## config.mk

```make
export PLATFORM = sky130hd
export DESIGN_NAME = capture_word_fifo
export DESIGN_NICKNAME = d
export VERILOG_FILES = /design/src/rtl/capture_pkg.sv /design/src/rtl/capture_word_fifo_sync.sv /design/src/rtl/capture_word_fifo.sv
export SDC_FILE = /design/constraint.sdc
export NUM_CORES = 1
export LEC_CHECK = 0
export CORE_MARGIN = 4
export CORE_UTILIZATION = 33
export CTS_CLUSTER_SIZE = 16
export DETAILED_ROUTE_END_ITERATION = 16
export SKIP_LAST_GASP = 1
export SYNTH_ARGS = -nofsm -noshare
export SYNTH_HDL_FRONTEND = slang
export SYNTH_SLANG_ARGS = --single-unit
```

## constraint.sdc

```tcl
create_clock -name clk -period 5.6 [get_ports clk]
set_input_delay 1.4 -clock clk [delete_from_list [all_inputs] [get_ports clk]]
set_output_delay 1.4 -clock clk [all_outputs]
set_load 0.02 [all_outputs]
```

## src/rtl/capture_pkg.sv

```systemverilog
// Shared defaults and helpers for the strobe-captured word FIFO.
// The optional drop counter is enabled by defining CAPTURE_DROP_CNT_EN.
package capture_pkg;

    localparam int DATA_W_DEF      = 6;
    localparam int DEPTH_DEF       = 4;
    localparam int SYNC_STAGES_DEF = 2;
    localparam int DROP_CNT_W      = 8;

    typedef logic [DATA_W_DEF-1:0] word_t;

    // Saturating increment for the drop counter; sticks at all-ones.
    function automatic logic [DROP_CNT_W-1:0] sat_inc(input logic [DROP_CNT_W-1:0] value);
        logic [DROP_CNT_W-1:0] result;
        if (value == {DROP_CNT_W{1'b1}}) begin
            result = value;
        end else begin
            result = value + {{(DROP_CNT_W-1){1'b0}}, 1'b1};
        end
        return result;
    endfunction

endpackage

```

## src/rtl/capture_word_fifo_sync.sv

```systemverilog
// Strobe synchroniser plus rising-edge detector. All flops reset to ones so a
// strobe held at either level across reset never reads as a fresh rising edge.
module strobe_sync_edge #(
    parameter int SYNC_STAGES = 2
) (
    input  logic clk,
    input  logic rst_n,
    input  logic async_in,
    output logic rise_pulse
);

    logic [SYNC_STAGES-1:0] sync_r;
    logic                   prev_r;

    // Synchroniser chain and one-cycle-delayed copy of its output for edge detection
    always_ff @(posedge clk or negedge rst_n) begin
        if (!rst_n) begin
            sync_r <= {SYNC_STAGES{1'b1}};
            prev_r <= 1'b1;
        end else begin
            sync_r <= {sync_r[SYNC_STAGES-2:0], async_in};
            prev_r <= sync_r[SYNC_STAGES-1];
        end
    end

    assign rise_pulse = sync_r[SYNC_STAGES-1] & ~prev_r;

endmodule

```

## src/rtl/capture_word_fifo.sv

```systemverilog
// Takes the upstream capture register's word into the clk domain on each strobe rising
// edge and buffers it in a first-word-fall-through FIFO. Optional: CAPTURE_DROP_CNT_EN.
module capture_word_fifo
    import capture_pkg::*;
#(
    parameter int DATA_W      = DATA_W_DEF,
    parameter int DEPTH       = DEPTH_DEF,
    parameter int SYNC_STAGES = SYNC_STAGES_DEF
) (
    input  logic                    clk,
    input  logic                    rst_n,
    input  logic                    cap_strobe,
    input  logic [DATA_W-1:0]       cap_data,
    output logic                    out_valid,
    output logic [DATA_W-1:0]       out_data,
    input  logic                    out_ready,
    output logic [$clog2(DEPTH):0]  level,
    output logic                    ovf,
    input  logic                    ovf_clr,
    output logic [DROP_CNT_W-1:0]   drop_cnt
);

    localparam int PTR_W = $clog2(DEPTH);
    localparam int LVL_W = PTR_W + 1;
    localparam logic [LVL_W-1:0] FULL_LVL = LVL_W'(DEPTH);

    logic                push_s;
    logic                pop_s;
    logic                full_s;
    logic                wr_en_s;
    logic                drop_s;
    logic [LVL_W-1:0]    level_nxt_s;
    logic [PTR_W-1:0]    rd_ptr_nxt_s;
    logic [DATA_W-1:0]   head_nxt_s;

    logic [DATA_W-1:0]   mem_r [DEPTH];
    logic [PTR_W-1:0]    wr_ptr_r;
    logic [PTR_W-1:0]    rd_ptr_r;
    logic [LVL_W-1:0]    level_r;
    logic                out_valid_r;
    logic [DATA_W-1:0]   out_data_r;
    logic                ovf_r;

    // cap_data is taken unsynchronised: it settled well before the synchronised edge appears
    strobe_sync_edge #(
        .SYNC_STAGES (SYNC_STAGES)
    ) u_strobe_sync (
        .clk        (clk),
        .rst_n      (rst_n),
        .async_in   (cap_strobe),
        .rise_pulse (push_s)
    );

    // Push/pop arbitration: a pop on a full FIFO frees the slot the same cycle's push needs
    always_comb begin
        full_s  = (level_r == FULL_LVL);
        pop_s   = out_valid_r & out_ready;
        wr_en_s = push_s & (~full_s | pop_s);
        drop_s  = push_s & full_s & ~pop_s;
    end

    // Next occupancy and read pointer
    always_comb begin
        level_nxt_s  = level_r;
        rd_ptr_nxt_s = rd_ptr_r;
        case ({wr_en_s, pop_s})
            2'b10:   level_nxt_s = level_r + LVL_W'(1);
            2'b01:   level_nxt_s = level_r - LVL_W'(1);
            default: level_nxt_s = level_r;
        endcase
        if (pop_s) begin
            rd_ptr_nxt_s = rd_ptr_r + PTR_W'(1);
        end else begin
            rd_ptr_nxt_s = rd_ptr_r;
        end
    end

    // Next head word; bypasses the array when the word being written becomes the head
    always_comb begin
        head_nxt_s = {DATA_W{1'b0}};
        if (level_nxt_s == LVL_W'(0)) begin
            head_nxt_s = {DATA_W{1'b0}};
        end else if (wr_en_s && (wr_ptr_r == rd_ptr_nxt_s)) begin
            head_nxt_s = cap_data;
        end else begin
            head_nxt_s = mem_r[rd_ptr_nxt_s];
        end
    end

    // Storage array write
    always_ff @(posedge clk or negedge rst_n) begin
        if (!rst_n) begin
            for (int i = 0; i < DEPTH; i++) begin
                mem_r[i] <= {DATA_W{1'b0}};
            end
        end else if (wr_en_s) begin
            mem_r[wr_ptr_r] <= cap_data;
        end else begin
            mem_r[wr_ptr_r] <= mem_r[wr_ptr_r];
        end
    end

    // Pointers, level and registered output port
    always_ff @(posedge clk or negedge rst_n) begin
        if (!rst_n) begin
            wr_ptr_r    <= PTR_W'(0);
            rd_ptr_r    <= PTR_W'(0);
            level_r     <= LVL_W'(0);
            out_valid_r <= 1'b0;
            out_data_r  <= {DATA_W{1'b0}};
        end else begin
            if (wr_en_s) begin
                wr_ptr_r <= wr_ptr_r + PTR_W'(1);
            end else begin
                wr_ptr_r <= wr_ptr_r;
            end
            rd_ptr_r    <= rd_ptr_nxt_s;
            level_r     <= level_nxt_s;
            out_valid_r <= (level_nxt_s != LVL_W'(0));
            out_data_r  <= head_nxt_s;
        end
    end

    // Sticky overflow flag; a drop in the same cycle as a clear keeps it set
    always_ff @(posedge clk or negedge rst_n) begin
        if (!rst_n) begin
            ovf_r <= 1'b0;
        end else if (drop_s) begin
            ovf_r <= 1'b1;
        end else if (ovf_clr) begin
            ovf_r <= 1'b0;
        end else begin
            ovf_r <= ovf_r;
        end
    end

`ifdef CAPTURE_DROP_CNT_EN
    logic [DROP_CNT_W-1:0] drop_cnt_r;

    // Saturating drop counter; a drop coinciding with a clear restarts the count at one
    always_ff @(posedge clk or negedge rst_n) begin
        if (!rst_n) begin
            drop_cnt_r <= {DROP_CNT_W{1'b0}};
        end else if (drop_s && ovf_clr) begin
            drop_cnt_r <= DROP_CNT_W'(1);
        end else if (drop_s) begin
            drop_cnt_r <= sat_inc(drop_cnt_r);
        end else if (ovf_clr) begin
            drop_cnt_r <= {DROP_CNT_W{1'b0}};
        end else begin
            drop_cnt_r <= drop_cnt_r;
        end
    end

    assign drop_cnt = drop_cnt_r;
`else
    assign drop_cnt = {DROP_CNT_W{1'b0}};
`endif

    assign out_valid = out_valid_r;
    assign out_data  = out_data_r;
    assign level     = level_r;
    assign ovf       = ovf_r;

endmodule

```

Word-level counts from Yosys, hierarchy flattened
Index checks and enable logic that the tools add are counted.

Add/sub/neg operators: 4. Order comparisons: 3. Equality and inequality tests: 4. Muxes and demuxes: 17. Bitwise operators: 11. Reductions and logical operators: 5.

Operators with widths (number): 24-bit bitwise mux (2); 6-bit 2-to-1 mux (7); 6-bit binary-select mux with 2-bit select (2); 24-bit 2-to-1 mux (1); 6-bit demux with 2-bit select (1); 3-bit >= comparator (second input constant) (2); 2-bit NOT with 3-bit output (2); 3-bit case mux with 2 select lines (1); 1-bit bitwise AND (5); 2-bit by 1-bit adder with 2-bit output (second input constant) (2); 3-bit by 1-bit adder with 3-bit output (second input constant) (1); 3-bit == test (second input constant) (1); 3-bit zero test (1); 3-bit by 1-bit less-than comparator with 1-bit output (second input constant) (1); 1-bit NOT (3); 3-bit nonzero test (1); 3-bit by 1-bit subtractor with 3-bit output (second input constant) (1); 2-bit by 1-bit == test with 1-bit output (second input constant) (1); 2-bit == test (1); 2-bit == test (second input constant) (1); 1-bit logical AND (2); 1-bit 2-to-1 mux (2); 2-bit 2-to-1 mux (1); 2-bit nonzero test (1); 1-bit bitwise OR (1).

Bits in registers: 42. Input port bits: 11. Output and inout bits: 19. Logic and storage cells: 56.

Depth between registers and ports, before layout
Gate-level depths: netlist of run 1.

Depth in word-level cells: 8. Gate-level depth with buffers: 11.

Modules after synthesis
From an unflattened synthesis of run 1, not the netlist that was laid out.

Cell total of the unflattened synthesis: 224. Area total of the unflattened synthesis: 2282.2 um2.

Modules (own cells, without submodules): capture_word_fifo (instances 1, cells an instance 220, area an instance 2189.6 um2, seq. area each 975.9 um2); strobe_sync_edge (instances 1, cells an instance 4, area an instance 92.6 um2, seq. area each 78.8 um2).

Least setup slack after synthesis of run 1
OpenSTA, ideal clock, no wires.

Path kind: in2reg. Start: input out_ready. End: register out_data_r[0] (netlist: out_data[0]). Arrival time: 3.374 ns. Setup slack: 2.087 ns. Stages: 11. Path buffers: 1. Cell sequence: nand2_2 -> a31oi_1 -> buf_2 -> inv_1 -> ha_1 -> fa_1 -> xnor2_1 -> nor2_1 -> xnor2_1 -> nor2b_1 -> a21oi_1.

Longest elaborated chain between the ends: 8. Elaborated cells on any way between the ends: 16. Classes of those cells: eq/ne: 3; mux: 7; bitwise: 4; reduce/logical: 2.

Ends and longest elaborated chain: from (decl) (RTL line capture_word_fifo.sv:16) `input logic out_ready,`; 1-bit bitwise AND (*) (RTL line capture_word_fifo.sv:57) `pop_s = out_valid_r & out_ready;`; 2-bit 2-to-1 mux (RTL line capture_word_fifo.sv:71) `if (pop_s) begin`; 2-bit NOT with 3-bit output (not written as such) (RTL line capture_word_fifo.sv:86) `head_nxt_s = mem_r[rd_ptr_nxt_s];`; 6-bit binary-select mux with 2-bit select (RTL line capture_word_fifo.sv:86); 6-bit 2-to-1 mux (not written as such) (2 in a row) (RTL line capture_word_fifo.sv:86); 6-bit 2-to-1 mux (RTL line capture_word_fifo.sv:83) `end else if (wr_en_s && (wr_ptr_r == rd_ptr_nxt_s)) begin`; 6-bit 2-to-1 mux (*) (RTL line capture_word_fifo.sv:81) `if (level_nxt_s == LVL_W'(0)) begin`; named net head_nxt_s[0] (RTL line capture_word_fifo.sv:34) `logic [DATA_W-1:0] head_nxt_s;`; to (signal assigned) (RTL line capture_word_fifo.sv:110) `out_data_r <= {DATA_W{1'b0}};`; to (signal assigned) (RTL line capture_word_fifo.sv:120) `out_data_r <= head_nxt_s;`; to (decl) (RTL line capture_word_fifo.sv:41) `logic [DATA_W-1:0] out_data_r;`.

The timed path passes the listed nets; every way through them passes the cells marked *. The select of a mux whose other input is x is not followed. A chain may end at the register's enable or synchronous reset.

Worst setup path in the final report of run 1
Start: input out_ready. End: register out_data_r[3] (netlist: out_data[3]).

The elaborated chain is that of the path after synthesis.

==> out/metrics.yaml, run 1 <==
clock_tree:
  clkLatencyLatePin_ps: 290
  numCtsBuffers: 5
  tritoncts: "done"
  hold_buffers: 0
  clk_path_buf_depth: 2
  cts_resized: 0
  htree_levels: 2
  clock-root-buffer: "clkbuf_8"
  cts.sinks: 42
  cts_setup_buffers: 0
  clk_pin_slew_ps: 80
finish:
  drive_above_1_share_pct: 10.82
  synthToLayoutAreaGrowth_pct: 14.04
  antenna_cells: 0
  nets: 247
  final_util_pct: 39.26
detailed_routing:
  vias: 1571
  ant_nets: 0
  routed_via_density: 5.101
  drtIter0Drc: 83
  wl_um: 4670
  drt_drc_violations_left: 0
  post_drt_wl_per_cell_um: 15.16
  drt_first_pass_iters: 5
timing:
  skew_ps: 11.09
  relSlewSlack_pct: 37.57
  report.final.slew_viol_count: 0
  layout_min_cycle_time_ps: 3909
  fin_ws_ps: 1691
  tightest_slew_ps: 936.4
  fin_crit_sh_pct: 69.81
  setup_viol: 0
  finalHoldViolations: 0
  rsz0062_at_grt: "no"
  setup_tns_ps: 0
  max_freq_mhz: 255.8
min_path:
  hp-class: "register to register"
  min-delay-start: "u_strobe_sync.sync_r[0]"
  hold_path_end: "u_strobe_sync.sync_r[1]"
  hold-path-cell-count: 0
worst_setup_path:
  cp.required_ps: 5750
  cp_data_arrival_time_ps: 4060
  critPathLaunchType: "input port"
  r2r-end: "out_data[3]"
  criticalPathCategory: "input port to register"
  reg2reg_from: "out_valid"
  reg2regPathDepth: 10
  r2r_slack_ps: 2910
  critPathMaxFanout: 7
  cp-end-kind: "register"
yosys:
  synth_top_area_cell: "dfrtp_1"
  synth_area_um2: 2211
  synth.top_cells.by_area: "dfrtp_1 (44%), a21oi_1 (7.2%), mux4_2 (6.1%), nor2_1 (5.1%), mux2i_1 (4.1%)"
  async_flop_share_pct: 100.0
  synth_ff_type: "dfrtp_1"
  synth_top_area_share_pct: 44.14
  yosysMostFrequentCell: "dfrtp_1"
  ys_top_cells_by_count: "dfrtp_1 (39), a21oi_1 (32), nor2_1 (30)"
  ys_seq_area_share_pct: 47.71
  yosys_warnings: 0
  synth_cell_types: 38
  syn_inst: 213
  synth-edff-count: 0
  ys_ff_latch: 42
  synth_area_per_cell_um2: 10.38
floorplanning:
  design.portCount: 30
  rows: 29
  die_h_um: 89.85
  core_um2: 6422
  initial_core_util_pct: 34.42
  dieArea_um2: 8073
  die_w_um: 89.85
pwr:
  ir_drop_mv: 0.1327
  p_leak_uw: 0.0009860
  p_per_area_nw_per_um2: 571.5
placed_design:
  pre_cts_slack_ps: 1363
  dp_hpwl_um: 3209
  gp_congestion: 0.8242
  port-buffer-count: 21
grt:
  track_usage_pct: 11.86
  grt_pass1_vias: 1455
  antenna_found_initial: 0
  grt-ovfl-total: 0
  grt_max_degree: 43
  grt_pass1_wl_um: 7748
status:
  status: "finished, final reports clean"
job:
  maxCapViolCount: 0
-- metal layers --
metal / track usage [%] / wire length, um
met1: 17.41 / 2305
met2: 17.29 / 2034
met3: 2.504 / 257
met4: 4.209 / 74
met5: 0 / 0
-- worst max-delay path by stage --
stage | startpoint | endpoint | slack [ps] | cells past startpoint
after floorplan | out_ready | out_data[0] | 2090 | 11
after global placement | out_ready | out_data[1] | 1500 | 11
after detailed placement | out_ready | out_data[3] | 1360 | 11
after CTS | out_ready | out_data[3] | 1670 | 11
after global routing | out_ready | out_data[5] | 1500 | 11
final | out_ready | out_data[3] | 1690 | 11
-- placed cells by master, fill, tap and decap left out, types with 2 or more instances in the layout --
| master | netlist | layout |
|---|---|---|
| dfstp_2 | 3 | 3 |
| o221ai_1 | 2 | 2 |
| mux4_2 | 6 | 6 |
| nor2_1 | 30 | 30 |
| ha_1 | 5 | 5 |
| nor3_1 | 3 | 3 |
| a2111o_1 | 3 | 3 |
| o22ai_1 | 4 | 4 |
| nand2b_1 | 2 | 2 |
| inv_1 | 6 | 6 |
| clkdlybuf4s50_1 | 0 | 20 |
| mux2_2 | 4 | 4 |
| nand3b_1 | 4 | 4 |
| nor2b_1 | 4 | 4 |
| clkbuf_8 | 0 | 6 |
| nand3_1 | 2 | 2 |
| nor3b_1 | 3 | 3 |
| mux2i_1 | 9 | 9 |
| conb_1 | 1 | 8 |
| xnor2_1 | 5 | 5 |
| a21oi_1 | 32 | 32 |
| o21ai_0 | 7 | 7 |
| dfrtp_1 | 39 | 39 |
| nand2_1 | 8 | 8 |
-- final cells by class --
type	instances	area [um^2]
Sequential cell	42	1055
Timing Repair Buffer	22	212.7
Clock inverter	1	5.005
Multi-Input combinational cell	152	1035
Inverter	7	31.28
Fill cell	615	3901
Clock buffer	7	86.33
Tap cell	77	96.34
-- registers in the layout, indices dropped and copies added, names as in the netlist --
signal / cells
mem_r: 24
out_data: 6
level: 3
rd_ptr_r: 2
u_strobe_sync.sync_r: 2
wr_ptr_r: 2
out_valid: 1
ovf: 1
u_strobe_sync.prev_r: 1
-- stage by stage --
stage          cell area (um^2)  total power [uW]  hold WS (ps)  std cells
5_1_grt                    2521              1550         365.4        308
3_3_place_gp               2430              1225         346.4        300
4_1_cts                    2521              1447         360.5        308
2_1_floorplan              2237              1049         345.2        220
6_report                   2521              1441         358.7        308
3_5_place_dp               2430              1239         350.1        300
-- where the power goes --
part	switching (uW)	internal [uW]
combinational	344	326
clock	104	99.6
sequential	146	422
total	593	847
-- cell families (layout without fill, tap and decap cells) --
group           Yosys count  count (layout)  synth area share (%)
mux                      19              19                 12.22
fa+ha+maj                 6               6                 3.735
simple gates             59              59                 12.51
xor+xnor                  6               6                 2.377
compound gates           54              54                 14.60
other cells               1               8                0.1696
flops                    42              42                 47.71
buf+inv                  26              37                 6.677
-- critical path, cell delays in order --
cell,delay [ps]
clkdlybuf4s50_1,590
nand2_2,170
a31oi_1,250
inv_1,70
ha_1,230
fa_1,390
xnor2_1,130
nor2_1,110
xnor2_1,140
nor2b_1,480
a21oi_1,100
No activity file was read; power rests on OpenSTA's default activity.
==> run 2, diff against run 1 <==
- clock period: 5.6 -> 4.1 ns (I/O delays scaled with it)
==> run 2 against run 1 <==
Global-route usage is 0.64 points higher. Largest power group unchanged. Highest routed layer unchanged. Combinational power rose by 36%. Register-to-register slack got worse by 1500 ps.
==> out/metrics.yaml, run 2 (same netlist as run 1, synthesis figures left out) <==
finish:
  mostFrequentLayoutCell: "dfrtp_1"
  synthToLayoutAreaGrowth_pct: 13.47
  largest-register: "mem_r"
  nets: 247
  final_area_um2: 2509
  final_cells: 307
  largest_reg_flops: 24
  final_cell_mix: "dfrtp_1 (39), a21oi_1 (32), nor2_1 (30), clkdlybuf4s50_1 (20), mux2i_1 (9)"
  antenna_cells: 0
  drive_above_1_share_pct: 10.87
min_path:
  hp-class: "register to register"
grt:
  track_usage_pct: 12.50
  antenna_found_initial: 0
  grt_max_degree: 43
  grt-ovfl-total: 0
  grt_pass1_vias: 1537
  grt_pass1_wl_um: 7976
worst_setup_path:
  critPathMaxFanout: 7
  cp_data_arrival_time_ps: 3700
  cp.required_ps: 4260
  criticalPathCategory: "input port to register"
  critPathLaunchType: "input port"
  cp-end-kind: "register"
pwr:
  p_per_area_nw_per_um2: 774.4
  switching_power_uw: 807.6
  intPower_uw: 1135
  p_clk_share_pct: 13.3
  pwr-share-comb_pct: 46.9
  p_leak_uw: 0.0009815
  p_sw_share_pct: 41.57
  ir_drop_mv: 0.1789
  seqPwrFrac_pct: 39.8
  finalPower_uw: 1943
clock_tree:
  clk_path_buf_depth: 2
  clock-root-buffer: "clkbuf_8"
  clkLatencyLatePin_ps: 300
  htree_levels: 2
  hold_buffers: 0
  cts_resized: 0
  clk_pin_slew_ps: 80
  cts_setup_buffers: 0
  cts.sinks: 42
  numCtsBuffers: 5
  tritoncts: "done"
placed_design:
  placed_cells: 300
  gp_congestion: 0.7879
  port-buffer-count: 21
  pre_cts_slack_ps: 219.9
  dp_hpwl_um: 3229
  place_area_um2: 2430
detailed_routing:
  routed_via_density: 5.143
  ant_nets: 0
  wl_um: 4667
  post_drt_wl_per_cell_um: 15.20
  drt_first_pass_iters: 4
  vias: 1579
  drt_drc_violations_left: 0
  drtIter0Drc: 89
floorplanning:
  die_h_um: 89.85
  die_w_um: 89.85
  core_um2: 6422
  initial_core_util_pct: 34.42
  design.portCount: 30
  rows: 29
  dieArea_um2: 8073
job:
  maxCapViolCount: 0
timing:
  tightest_slew_ps: 939.1
  setup_viol: 0
  rsz0062_at_grt: "no"
  setup_tns_ps: 0
  finalHoldViolations: 0
  layout_min_cycle_time_ps: 3542
  report.final.slew_viol_count: 0
  skew_ps: 8.144
  fin_crit_sh_pct: 86.39
  fin_ws_ps: 557.8
  max_freq_mhz: 282.3
  relSlewSlack_pct: 37.39
status:
  status: "finished, final reports clean"
-- run 2: cell count changes in the layout (fill, tap and decap cells not counted), sizes merged --
cell	delta
clkbuf	-2
clkinv	+1
-- run 2: path summary, 6_finish.rpt --
path	startpoint	endpoint	slack, ps	cells past startpoint
worst max-delay path	out_ready	out_data[3]	560	11
worst min register to register	u_strobe_sync.sync_r[0]	u_strobe_sync.sync_r[1]	360	0
min in group asynchronous	rst_n	level[2]	860	1
worst min-delay path	u_strobe_sync.sync_r[0]	u_strobe_sync.sync_r[1]	360	0
worst max register to register	out_valid	out_data[3]	1400	10
max in group asynchronous	rst_n	mem_r[16]	2650	1
-- run 2: metal layers --
metal	wire length (um)	GRT usage, %	up-vias
met3	271	2.504	7
met5	0	0	-
met4	97	5.740	0
met1	2126	16.26	754
met2	2170	20.11	52
li1	-	-	766
-- run 2: power groups by stage --
stage                     Sequential (uW)  Combinational (uW)  Clock (uW)
after floorplan                       738                 695           0
after global placement                779                 893           0
after detailed placement              783                 912           0
after CTS                             774                 917         267
after global routing                  807                1010         281
final                                 774                 911         258
-- run 2: through the flow --
| stage | hold slack, ps | utilization [%] |
|---|---|---|
| 6_report | 359.7 | 39.06 |
| 5_1_grt | 364.2 | 39.06 |
| 4_1_cts | 361.9 | 39.06 |
| 3_5_place_dp | 351.0 | 37.83 |
| 3_3_place_gp | 345.9 | 37.83 |
| 2_1_floorplan | 345.2 | - |
-- run 2: worst max-delay path, stage by stage --
cell             delay (ps)
clkdlybuf4s50_1         600
nand2_2                 170
a31oi_1                 240
inv_1                    70
ha_1                    230
fa_1                    390
xnor2_1                 130
nor2_1                  120
xnor2_1                 150
nor2b_1                 470
a21oi_1                 100
-- run 2: cell type report --
type,instances,area [um^2]
Multi-Input combinational cell,152,1035
Timing Repair Buffer,22,212.7
Inverter,7,31.28
Tap cell,77,96.34
Clock inverter,2,10.01
Fill cell,614,3914
Clock buffer,5,68.82
Sequential cell,42,1055
